===== config.mk =====
export PLATFORM = sky130hd
export DESIGN_NAME = serial_subtractor_ctrl
export DESIGN_NICKNAME = d
export VERILOG_FILES = /design/src/rtl/serial_subtractor_ctrl.sv
export SDC_FILE = /design/constraint.sdc
export NUM_CORES = 1
export LEC_CHECK = 0
export ABC_AREA = 1
export CORE_ASPECT_RATIO = 1.1
export CORE_MARGIN = 5
export CORE_UTILIZATION = 50
export DETAILED_ROUTE_END_ITERATION = 6
export DONT_BUFFER_PORTS = 1
export PLACE_DENSITY = 0.65
export SLEW_MARGIN = 20
export SYNTH_ARGS = -nofsm -noshare
export SYNTH_HDL_FRONTEND = slang
export SYNTH_SLANG_ARGS = --single-unit

===== constraint.sdc =====
create_clock -name clk -period 1.36 [get_ports clk]
set_input_delay 0.204 -clock clk [delete_from_list [all_inputs] [get_ports clk]]
set_output_delay 0.204 -clock clk [all_outputs]
set_load 0.02 [all_outputs]

===== src/rtl/serial_subtractor_ctrl.sv =====
// ---------------------------------------------------------------------------
// serial_subtractor_ctrl
//   Bit-serial N-bit subtractor: computes A - B - bin one bit per clock using
//   a single shared full-subtractor cell, which is built from two
//   half-subtractor stages. A start/done handshake frames each operation, and
//   diff/bout stay stable until the next operation completes.
//
//   Parameters
//     W      operand/result width in bits (1..32)
//
//   Ports
//     clk    clock, rising-edge
//     rst    synchronous active-high reset
//     start  request, sampled only while idle
//     a, b   minuend / subtrahend, captured on the accepted start
//     bin    borrow-in, captured on the accepted start
//     busy   high while bits are being processed
//     done   one-cycle pulse; diff/bout are valid from this cycle on
//     diff   A - B - bin modulo 2^W
//     bout   borrow-out (A < B + bin, unsigned)
//     ovf    signed overflow flag; exists only when SUB_OVERFLOW_EN is defined
//
//   Build option: `define SUB_OVERFLOW_EN adds the ovf output.
// ---------------------------------------------------------------------------

// Half subtractor: d = x - y, borrow when x=0, y=1.
module half_subtractor (
    input  logic i_x,
    input  logic i_y,
    output logic o_d,
    output logic o_b
);
    assign o_d = i_x ^ i_y;
    assign o_b = ~i_x & i_y;
endmodule

// Full subtractor from two half subtractors: (x - y) - bin.
module full_subtractor (
    input  logic i_x,
    input  logic i_y,
    input  logic i_bin,
    output logic o_d,
    output logic o_bout
);
    logic w_d1, w_b1, w_b2;

    half_subtractor u_hs0 (.i_x(i_x),  .i_y(i_y),   .o_d(w_d1), .o_b(w_b1));
    half_subtractor u_hs1 (.i_x(w_d1), .i_y(i_bin), .o_d(o_d),  .o_b(w_b2));

    // The two stages can never both borrow, so OR merges them.
    assign o_bout = w_b1 | w_b2;
endmodule

module serial_subtractor_ctrl #(
    parameter int W = 8
) (
    input  logic         clk,
    input  logic         rst,
    input  logic         start,
    input  logic [W-1:0] a,
    input  logic [W-1:0] b,
    input  logic         bin,
    output logic         busy,
    output logic         done,
    output logic [W-1:0] diff,
    output logic         bout
`ifdef SUB_OVERFLOW_EN
    ,
    output logic         ovf
`endif
);
    // Counter must be at least 1 bit wide even when W=1.
    localparam int CW = (W > 1) ? $clog2(W) : 1;

    typedef enum logic [1:0] {
        S_IDLE = 2'd0,
        S_RUN  = 2'd1,
        S_DONE = 2'd2
    } state_t;

    state_t         r_state;
    logic [W-1:0]   r_sa;
    logic [W-1:0]   r_sb;
    logic           r_borrow;
    logic [W-1:0]   r_res;
    logic [CW-1:0]  r_cnt;
    logic           r_busy;
    logic           r_done;
    logic [W-1:0]   r_diff;
    logic           r_bout;
`ifdef SUB_OVERFLOW_EN
    logic           r_a_msb;
    logic           r_b_msb;
    logic           r_ovf;
`endif

    logic           w_d;
    logic           w_bnext;
    logic [W-1:0]   w_res_next;
    logic           w_last;

    full_subtractor u_cell (
        .i_x    (r_sa[0]),
        .i_y    (r_sb[0]),
        .i_bin  (r_borrow),
        .o_d    (w_d),
        .o_bout (w_bnext)
    );

    // New bit enters at the MSB; after W shifts bit 0 of the result sits at
    // bit 0. Written as a shift/OR so it also holds for W=1.
    assign w_res_next = (r_res >> 1) | (W'(w_d) << (W - 1));
    assign w_last     = (r_cnt == CW'(W - 1));

    always_ff @(posedge clk) begin
        if (rst) begin
            r_state  <= S_IDLE;
            r_sa     <= '0;
            r_sb     <= '0;
            r_borrow <= 1'b0;
            r_res    <= '0;
            r_cnt    <= '0;
            r_busy   <= 1'b0;
            r_done   <= 1'b0;
            r_diff   <= '0;
            r_bout   <= 1'b0;
`ifdef SUB_OVERFLOW_EN
            r_a_msb  <= 1'b0;
            r_b_msb  <= 1'b0;
            r_ovf    <= 1'b0;
`endif
        end else begin
            case (r_state)
                S_IDLE: begin
                    r_done <= 1'b0;
                    if (start) begin
                        r_sa     <= a;
                        r_sb     <= b;
                        r_borrow <= bin;
                        r_cnt    <= '0;
`ifdef SUB_OVERFLOW_EN
                        // Operand MSBs are shifted out during RUN; keep them.
                        r_a_msb  <= a[W-1];
                        r_b_msb  <= b[W-1];
`endif
                        r_busy   <= 1'b1;
                        r_state  <= S_RUN;
                    end
                end

                S_RUN: begin
                    r_sa     <= r_sa >> 1;
                    r_sb     <= r_sb >> 1;
                    r_borrow <= w_bnext;
                    r_res    <= w_res_next;
                    r_cnt    <= r_cnt + CW'(1);
                    if (w_last) begin
                        // Publish on the final processing edge so done and the
                        // result appear in the same cycle.
                        r_diff  <= w_res_next;
                        r_bout  <= w_bnext;
`ifdef SUB_OVERFLOW_EN
                        r_ovf   <= (r_a_msb != r_b_msb) && (w_d != r_a_msb);
`endif
                        r_busy  <= 1'b0;
                        r_done  <= 1'b1;
                        r_state <= S_DONE;
                    end
                end

                S_DONE: begin
                    r_done  <= 1'b0;
                    r_state <= S_IDLE;
                end

                default: begin
                    r_busy  <= 1'b0;
                    r_done  <= 1'b0;
                    r_state <= S_IDLE;
                end
            endcase
        end
    end

    assign busy = r_busy;
    assign done = r_done;
    assign diff = r_diff;
    assign bout = r_bout;
`ifdef SUB_OVERFLOW_EN
    assign ovf  = r_ovf;
`endif

endmodule


==> results of run 1 <==
worst max-delay path, cell delays in order, from the launching register on:
cell     delay (ns)
dfxtp_1        0.43
buf_4          0.18
inv_2          0.05
nor2_4         0.14
buf_4          0.21
nand2_2        0.06
a21oi_2        0.12
routing by layer:
metal / up-vias / wire length, um / GRT usage, %
li1: 759 / - / -
met2: 21 / 1420 / 21.4
met3: 7 / 255 / 6.78
met5: - / 0 / 0
met4: 0 / 64 / 6.76
met1: 599 / 1650 / 19.9
report_power, final:
part	internal [mW]	switching (mW)	leakage [nW]
sequential	1.24	0.0374	0.329
combinational	0.132	0.213	0.514
clock	0.357	0.422	0.0479
through the flow:
step	std cells	power, mW
3_3_place_gp	290	1.64
5_1_grt	300	2.55
6_report	300	2.40
3_5_place_dp	290	1.64
4_1_cts	299	2.43
2_1_floorplan	246	1.60
area by class of cell:
type	count	area (um^2)
multi-input cells	173	851
clock inverters	3	18.8
flip-flops and latches	40	802
repair buffers	6	72.6
clock buffers	5	68.8
well taps	50	62.6
fillers	363	1610
inverters	23	86.3
final timing paths:
path	from	end	slack, ns	cells after the start
setup / recovery	r_state[0]$_SDFFE_PP0P_	r_cnt[1]$_SDFFE_PP0P_	0.11	6
hold / removal	a[7]	r_sa[7]$_SDFFE_PP0P_	0.06	2
setup reg to reg	r_state[0]$_SDFFE_PP0P_	r_cnt[1]$_SDFFE_PP0P_	0.11	6
hold reg to reg	r_sb[7]$_SDFFE_PP0P_	r_sb[7]$_SDFFE_PP0P_	0.47	2
sequential cells by signal, indices dropped and copies added (netlist names), 2 cells and up:
| name | count |
|---|---|
| diff | 8 |
| r_sa | 8 |
| r_sb | 8 |
| r_res | 7 |
| r_cnt | 3 |
| r_state | 2 |
cell usage in the layout, fill, tap and decap left out, types with 4 or more instances in the layout:
cell type   n
clkbuf_8    5
dfxtp_1    39
a21oi_1     5
nand2_1    61
o21ai_2    13
o21ai_0    14
nand2_2     4
inv_1      20
nor2_1     61
logic make-up (layout without fill, tap and decap cells):
family / after synthesis / after routing / synth area share (%)
buffers and inverters: 34 / 37 / 9.95
adders and majority gates: 3 / 3 / 2.49
and+or+nand+nor: 133 / 133 / 29.6
DFF: 40 / 40 / 44.2
AOI/OAI and AO/OA: 36 / 37 / 13.7
timing repair:
item	in CTS	in global routing
buffers inserted	0	0
hold buffers	1	0
endpoints found under the setup margin	0	29
endpoints found under the hold margin	9	0
resized for setup	0	4
==> impl_metrics.ini, run 1 <==
[status]
run_status = completed

[critical_path]
worst-endpoint-required_ns = 1.58
setup.worst_path.end_class = register
startpoint_type = register
timing.critical_path.fanout_max = 10
arrival_ns = 1.47
setup.worst_path.class = reg2reg

[synthesis]
synth_seq_area_share_pct = 44.2
yosys_most_used_dff = dfxtp_1
post_synth_most_frequent_cells = nand2_1 (61), nor2_1 (61), dfxtp_1 (40)
synthesis.instances = 246
netlist.top_cell.by_area = dfxtp_1
count_of_state_elements_after_synthesis = 40
count_of_flip_flops_with_a_built_in_enable_after_synthesis = 0
count_of_unique_library_cells_instantiated_by_yosys = 22
synth_warnings = 0
synthArstFlopShare_pct = 0
synth_largest_type_area_fraction_pct = 44.2
netlist_area_um2 = 1810
synthesis.nets = 269
postSynthAreaPerCell_um2 = 7.36
synth.top_cells.by_area = dfxtp_1 (44%), nand2_1 (13%), nor2_1 (13%)

[clocking]
clock_slew_at_the_register_clock_pins_of_the_worst_setup_and_hold_paths_ns = 0.07
tritoncts.num_buffers = 5
ctsLongestPathBuffers = 2
numClockSinks = 40
clock_tree.htree_level_count = 2
tritoncts = done
clock_insertion_delay_worst_skew_ns = 0.30
clockRootBuffer = clkbuf_8

[global_route]
grt_usage_pct = 15.2
vias_in_the_first_global_route = 1229
grt_pass1_wl_mm = 5.64
grt_max_degree = 35
globalRouteOverflowTotal = 0
antenna_found_initial = 0

[sta]
timing.max_slew.rel_slack_pct = 57.1
min_period_over_period_pct = 92.0
final_hold_viol_count = 0
clock_skew_ns = 0.0125
finalWorstPathRequiredPeriod_ns = 1.25
fmax_mhz = 799
whs_ns = 0.0565
setup_viol_count_final = 0
postLayoutSetupSlackWorst_ns = 0.109
slew_viol_final = 0
grt_setup_unrepaired = false
timing.setup.tns_ns = 0
slew_at_the_pin_closest_to_its_max_slew_limit_ns = 0.644

[place]
place_hpwl_mm = 2.28
setup_slack_at_placement_ns = 0.0293
postPlaceCellArea_um2 = 1840
place.gp.congestion = 0.729
io_buf_count = 0

[route]
num_vias = 1386
post-route-drc-count = 0
drt-wirelength-per-cell_um = 11.3
vias_per_instance = 4.62
count_of_routing_violations_after_the_opening_detailed_route_iteration = 89
dr.pass1.iters = 4
ant_nets = 0
detail_route.wirelength_mm = 3.39

[hold_path]
timing.hold.worst.class = in2reg

[floorplanning]
dieArea_um2 = 4930
floorplan.die.width_um = 67.4
std_cell_core_area_um2 = 3570
boundaryPins = 31
initial_utilization_pct = 50.7
die_h_um = 73.1
std_cell_rows = 23

[layout]
antennaDiodeCount = 0
fin_util_pct = 55.0
final_design_area_no_fill_um2 = 1960
drive_gt1_share_pct = 16.8
layout.nets = 272
area_growth_pct = 8.36

[power]
static-leakage-power_nw = 0.891
highest_ir_drop_seen_on_vdd_mv = 0.760
powerDensity_nw_per_um2 = 1220

[job]
maxCapViolations = 0
No activity file was read; power rests on OpenSTA's default activity.
==> run 2: changes to the inputs <==
--- a/config.mk
+++ b/config.mk
@@ -5,7 +5,7 @@
 export SDC_FILE = /design/constraint.sdc
 export NUM_CORES = 1
 export LEC_CHECK = 0
-export ABC_AREA = 1
+export ABC_AREA = 0
 export CORE_ASPECT_RATIO = 1.1
 export CORE_MARGIN = 5
 export CORE_UTILIZATION = 50
==> run 2 against run 1 <==
Cell area decreased by 3.4%. Combinational power decreased by 14%. Final cell count decreased by 26%. Clock skew decreased by 0.0024 ns. Worst hold slack got worse by 0.040 ns. Routed wire length decreased by 5.7%. Register-to-register slack got worse by 0.06 ns. Critical path depth decreased by 1. First-iteration DRC count decreased by 22%. Clock power decreased by 18%. Synthesized cell count decreased by 28%.
==> impl_metrics.ini, run 2 <==
[power]
power_mw = 2.20
highest_ir_drop_seen_on_vdd_mv = 0.812
static-leakage-power_nw = 0.679
powerDensity_nw_per_um2 = 1160

[critical_path]
worstReg2RegStart = r_cnt[1]$_SDFFE_PP0P_
timing.critical_path.fanout_max = 6
setup.worst_path.class = reg2reg
timing.reg2reg.worst_path_depth = 5
timing.critical_path.slowest_cell_delay_ns = 0.36
arrival_ns = 1.58
reg2reg_setup_slack_ns = 0.05
critPathMostFrequentCell = ha_4
setup.worst_path.end_class = register
critical_path.slowest_cell = dfxtp_2
startpoint_type = register
worst-endpoint-required_ns = 1.63
r2r_path_end = bout$_SDFFE_PP0P_
crit_chain = ha_4 > ha_4 > and3b_2 > buf_4 > a211oi_2

[clocking]
clock_insertion_delay_worst_skew_ns = 0.34
tritoncts.num_buffers = 5
tritoncts = done
clockRootBuffer = clkbuf_4
ctsLongestPathBuffers = 2
clock_slew_at_the_register_clock_pins_of_the_worst_setup_and_hold_paths_ns = 0.12
numClockSinks = 40
clock_tree.htree_level_count = 2

[route]
post-route-drc-count = 0
detail_route.wirelength_mm = 3.19
num_vias = 1251
drt-wirelength-per-cell_um = 14.4
vias_per_instance = 5.64
dr.pass1.iters = 4
count_of_routing_violations_after_the_opening_detailed_route_iteration = 69
ant_nets = 0

[hold_path]
min_delay_endpoint = r_sb[7]$_SDFFE_PP0P_
timing.hold.worst.class = in2reg
hold_depth = 2
worstHoldStart = b[7]

[sta]
finalWorstPathRequiredPeriod_ns = 1.31
postLayoutSetupSlackWorst_ns = 0.0518
final_hold_viol_count = 0
slew_at_the_pin_closest_to_its_max_slew_limit_ns = 0.359
whs_ns = 0.0161
clock_skew_ns = 0.0101
min_period_over_period_pct = 96.2
setup_viol_count_final = 0
fmax_mhz = 764
grt_setup_unrepaired = false
slew_viol_final = 0
timing.max_slew.rel_slack_pct = 76.1

[layout]
final_cell_mix = dfxtp_1 (38), nand2_1 (30), nor2_1 (21)
antennaDiodeCount = 0
multiInputGateArea_um2 = 831
sequential_cell_area_um2 = 803
drive_gt1_share_pct = 23.1
fillers = 312
final_design_area_no_fill_um2 = 1890
layout_commonest_cell = dfxtp_1
layout.nets = 208
area_growth_pct = 11.3

[global_route]
globalRouteOverflowTotal = 0
grt_max_degree = 41
grt_pass1_wl_mm = 5.28
grt_usage_pct = 14.5
vias_in_the_first_global_route = 1220
antenna_found_initial = 0

[floorplanning]
boundaryPins = 31
std_cell_rows = 22
std_cell_core_area_um2 = 3300
initial_utilization_pct = 51.5
dieArea_um2 = 4670
die_h_um = 71.2
floorplan.die.width_um = 65.6

[synthesis]
synthesis.instances = 178
synthesis.nets = 201
synthArstFlopShare_pct = 0
postSynthAreaPerCell_um2 = 9.56
synth_seq_area_share_pct = 47.1
synth_warnings = 0
netlist.top_cell.by_area = dfxtp_1
count_of_flip_flops_with_a_built_in_enable_after_synthesis = 0
yosys_most_used_dff = dfxtp_1
post_synth_most_frequent_cells = dfxtp_1 (40), nand2_1 (30), nor2_1 (21)
count_of_unique_library_cells_instantiated_by_yosys = 29
synth_largest_type_area_fraction_pct = 47.1
synthMostInstantiatedCell = dfxtp_1
netlist_area_um2 = 1700
synth.top_cells.by_area = dfxtp_1 (47%), mux2i_1 (8.8%), a211oi_2 (7.4%)
count_of_state_elements_after_synthesis = 40

[place]
io_buf_count = 0
place.gp.congestion = 0.801
place_hpwl_mm = 2.25
setup_slack_at_placement_ns = -0.134
postPlaceCellArea_um2 = 1730

[status]
run_status = completed

[job]
maxCapViolations = 0
## run 2: cell types whose count changed after synthesis, moves of 12 or more
cell,before,now
nor2_1,61,21
nand2_1,61,30
inv_1,21,3
mux2i_1,0,15
o21ai_0,14,0
a21oi_1,5,17
o21ai_2,12,0
## run 2: worst max-delay path: cells and delay by family, from the launching register on
| family | cells | cell delay [ns] |
|---|---|---|
| compound gates | 1 | 0.17 |
| fa+ha+maj | 2 | 0.31 |
| buf+inv | 1 | 0.15 |
| flops | 1 | 0.36 |
| simple gates | 1 | 0.24 |
## run 2: repair_timing
item,in CTS,in global routing
pin swaps,0,2
cloned,0,0
setup endpoints to repair,5,10
endpoints found under the hold margin,40,0
gates resized for setup,4,7
buffers inserted,2,3
hold buffers,1,0
## run 2: worst max path at each step
stage	from	endpoint	slack, ns	depth (start not counted)
finish	r_cnt[1]$_SDFFE_PP0P_	bout$_SDFFE_PP0P_	0.05	5
detailed placement	r_cnt[0]$_SDFFE_PP0P_	bout$_SDFFE_PP0P_	-0.13	5
CTS	r_cnt[1]$_SDFFE_PP0P_	diff[4]$_SDFFE_PP0P_	0.003	6
global route	r_cnt[1]$_SDFFE_PP0P_	bout$_SDFFE_PP0P_	0.009	5
global placement	r_cnt[0]$_SDFFE_PP0P_	bout$_SDFFE_PP0P_	0.03	5
floorplan	r_cnt[0]$_SDFFE_PP0P_	bout$_SDFFE_PP0P_	0.08	5
## run 2: area by class of cell
type	count	share of cell area (%)
multi-input cells	121	43.9
flip-flops and latches	40	42.4
repair buffers	14	7.27
clock buffers	6	2.71
well taps	36	2.38
clock inverters	2	0.793
inverters	3	0.594
## run 2: where the power goes
group	internal, mW	total (mW)	switching, mW
clock network	0.251	0.639	0.387
logic	0.136	0.296	0.160
registers	1.23	1.27	0.0362
## run 2: metal layers
layer	wire [um]	part of all wire, %	track usage (%)	vias up
met5	0	0	0	-
met3	198	6.2	4.92	7
met4	57	1.8	8.53	0
met1	1280	40	15.5	584
met2	1660	52	24.3	34
li1	-	-	-	626
## run 2: cells by family (layout without fill, tap and decap cells)
group	count (synthesis)	in the layout	synth area share (%)
compound gates	40	40	19.3
fa+ha+maj	3	3	2.65
buf+inv	17	25	6.18
flops	40	40	47.1
mux	15	15	8.82
simple gates	63	63	16.0
## run 2: through the flow
step           instances  utilization [%]  setup TNS, ns
2_1_floorplan        178                -              0
3_3_place_gp         208             52.2              0
3_5_place_dp         208             52.2         -0.134
4_1_cts              219             55.6              0
5_1_grt              222             57.3              0
6_report             222             57.3              0
==> run 3: changes to the inputs <==
--- a/config.mk
+++ b/config.mk
@@ -12,6 +12,7 @@
 export DETAILED_ROUTE_END_ITERATION = 6
 export DONT_BUFFER_PORTS = 1
 export PLACE_DENSITY = 0.65
+export SKIP_CTS_REPAIR_TIMING = 1
 export SLEW_MARGIN = 20
 export SYNTH_ARGS = -nofsm -noshare
 export SYNTH_HDL_FRONTEND = slang
==> constraint.sdc (replaced) <==
create_clock -name clk -period 1.36 [get_ports clk]
set_input_delay 0.204 -clock clk [delete_from_list [all_inputs] [get_ports clk]]
set_output_delay 0.204 -clock clk [all_outputs]
set_load 0.005 [all_outputs]
==> run 3 against run 2 <==
Power shrank 1.7%. Maximum frequency shrank 1.2%. Worst hold slack better by 0.015 ns. Final cell count is 0.45% higher. Clock-buffer cell count grew 2. Combinational power down 2%. Largest cell class unchanged. Cell area down 0.26%. Clock skew is 0.0030 ns lower.
==> impl_metrics.ini, run 3 (synthesized netlist as in run 2, its figures left out) <==
[status]
run_status = completed

[route]
vias_per_instance = 5.48
num_vias = 1223
post-route-drc-count = 0
dr.pass1.iters = 4
count_of_routing_violations_after_the_opening_detailed_route_iteration = 70
detail_route.wirelength_mm = 3.15
drt-wirelength-per-cell_um = 14.1
ant_nets = 0

[job]
maxCapViolations = 0

[clocking]
clock_insertion_delay_worst_skew_ns = 0.33
ctsLongestPathBuffers = 2
clock_tree.htree_level_count = 2
clockRootBuffer = clkbuf_4
tritoncts.num_buffers = 5
tritoncts = done
numClockSinks = 40
clock_slew_at_the_register_clock_pins_of_the_worst_setup_and_hold_paths_ns = 0.11

[layout]
area_growth_pct = 11.0
non_filler_instances = 223
antennaDiodeCount = 0
fillers = 297
final_cell_mix = dfxtp_1 (38), nand2_1 (30), nor2_1 (21)
drive_gt1_share_pct = 22.5
layout.nets = 209
layout_commonest_cell = dfxtp_1
fin_util_pct = 57.2
final_design_area_no_fill_um2 = 1890

[sta]
clock_skew_ns = 0.00713
final_hold_viol_count = 0
min_period_over_period_pct = 97.3
fmax_mhz = 756
finalWorstPathRequiredPeriod_ns = 1.32
timing.max_slew.rel_slack_pct = 77.2
slew_viol_final = 0
slew_at_the_pin_closest_to_its_max_slew_limit_ns = 0.337
setup_viol_count_final = 0

[floorplanning]
initial_utilization_pct = 51.5
floorplan.die.width_um = 65.6
dieArea_um2 = 4670
std_cell_rows = 22
std_cell_core_area_um2 = 3300
boundaryPins = 31
die_h_um = 71.2

[power]
power.combinational.fraction_pct = 13.4
powerDensity_nw_per_um2 = 1150
power_mw = 2.17
cell_internal_pwr_mw = 1.62
seqPwrFrac_pct = 58.6
highest_ir_drop_seen_on_vdd_mv = 0.633
static-leakage-power_nw = 0.685
clockPowerShare_pct = 28.1
net_switching_fraction_of_the_power_pct = 25.0
net-switching-power_uw = 542

[critical_path]
setup.worst_path.end_class = register
worstReg2RegStart = r_cnt[0]$_SDFFE_PP0P_
startpoint_type = register
cp-endpoint = diff[1]$_SDFFE_PP0P_
setup.worst_path.class = reg2reg
crit_path_start = r_cnt[0]$_SDFFE_PP0P_
arrival_ns = 1.59
r2r_path_end = diff[1]$_SDFFE_PP0P_
reg2reg_setup_slack_ns = 0.04
worst-endpoint-required_ns = 1.62
timing.reg2reg.worst_path_depth = 6
timing.critical_path.fanout_max = 8

[place]
placed_cells_incl_taps = 207
place.gp.congestion = 0.799
place_hpwl_mm = 2.18
postPlaceCellArea_um2 = 1720
io_buf_count = 0

[hold_path]
hold_depth = 2
timing.hold.worst.class = in2reg

[global_route]
vias_in_the_first_global_route = 1168
grt_pass1_wl_mm = 5.05
globalRouteOverflowTotal = 0
grt_max_degree = 42
grt_usage_pct = 13.8
antenna_found_initial = 0
==> run 3: cell count changes in the layout (fill, tap and decap cells not counted) <==
| cell | delta |
|---|---|
| clkbuf_1 | +2 |
| dlygate4sd3_1 | +1 |
| nand2b_2 | +1 |
| clkinvlp_4 | -2 |
| ha_2 | +1 |
| nand2b_1 | -1 |
| ha_4 | -1 |
==> run 3: area by class of cell <==
| class | instances | area, um^2 | share of cell area (%) |
|---|---|---|---|
| clock buffers | 8 | 58.8 | 3.11 |
| repair buffers | 15 | 148 | 7.81 |
| multi-input cells | 121 | 823 | 43.6 |
| flip-flops and latches | 40 | 803 | 42.5 |
| inverters | 3 | 11.3 | 0.596 |
| well taps | 36 | 45.0 | 2.38 |
==> run 3: routing by layer <==
metal | vias up | share of wire, % | track usage, %
met5 | - | 0 | 0
met3 | 2 | 5.9 | 5.08
met2 | 27 | 50 | 23.5
met1 | 566 | 44 | 15.0
met4 | 0 | 0.73 | 6.22
li1 | 628 | - | -
==> run 3: per-stage QoR <==
stage	setup slack [ns]	setup TNS (ns)	hold WS (ns)
after floorplan	0.0751	0	0.352
after global placement	0.0326	0	0.276
after detailed placement	-0.0972	-0.0972	0.277
after CTS	-0.121	-0.194	-0.0988
after global routing	-0.0376	-0.0619	0.0157
final	0.0365	0	0.0308
==> run 3: power groups by stage <==
stage / registers, mW / logic (mW) / clock network [mW]
2_1_floorplan: 1.28 / 0.239 / 0
4_1_cts: 1.27 / 0.252 / 0.635
3_5_place_dp: 1.30 / 0.251 / 0
3_3_place_gp: 1.29 / 0.241 / 0
5_1_grt: 1.28 / 0.321 / 0.690
6_report: 1.27 / 0.290 / 0.608
==> run 3: worst max-delay path, cell delays in order (launching register included) <==
cell     delay, ns
dfxtp_2       0.35
ha_2          0.18
ha_4          0.13
and3b_2       0.30
buf_6         0.13
nand2_1       0.04
a21oi_1       0.13
==> run 3: how the worst min path moves through the flow <==
| stage | startpoint | to |
|---|---|---|
| 2_1_floorplan | a[7] | r_sa[7]$_SDFFE_PP0P_ |
| 3_3_place_gp | rst | r_sb[6]$_SDFFE_PP0P_ |
| 3_5_place_dp | rst | r_sb[1]$_SDFFE_PP0P_ |
| 4_1_cts | rst | r_sa[4]$_SDFFE_PP0P_ |
| 5_1_grt | a[7] | r_sa[7]$_SDFFE_PP0P_ |
| 6_report | a[7] | r_sa[7]$_SDFFE_PP0P_ |
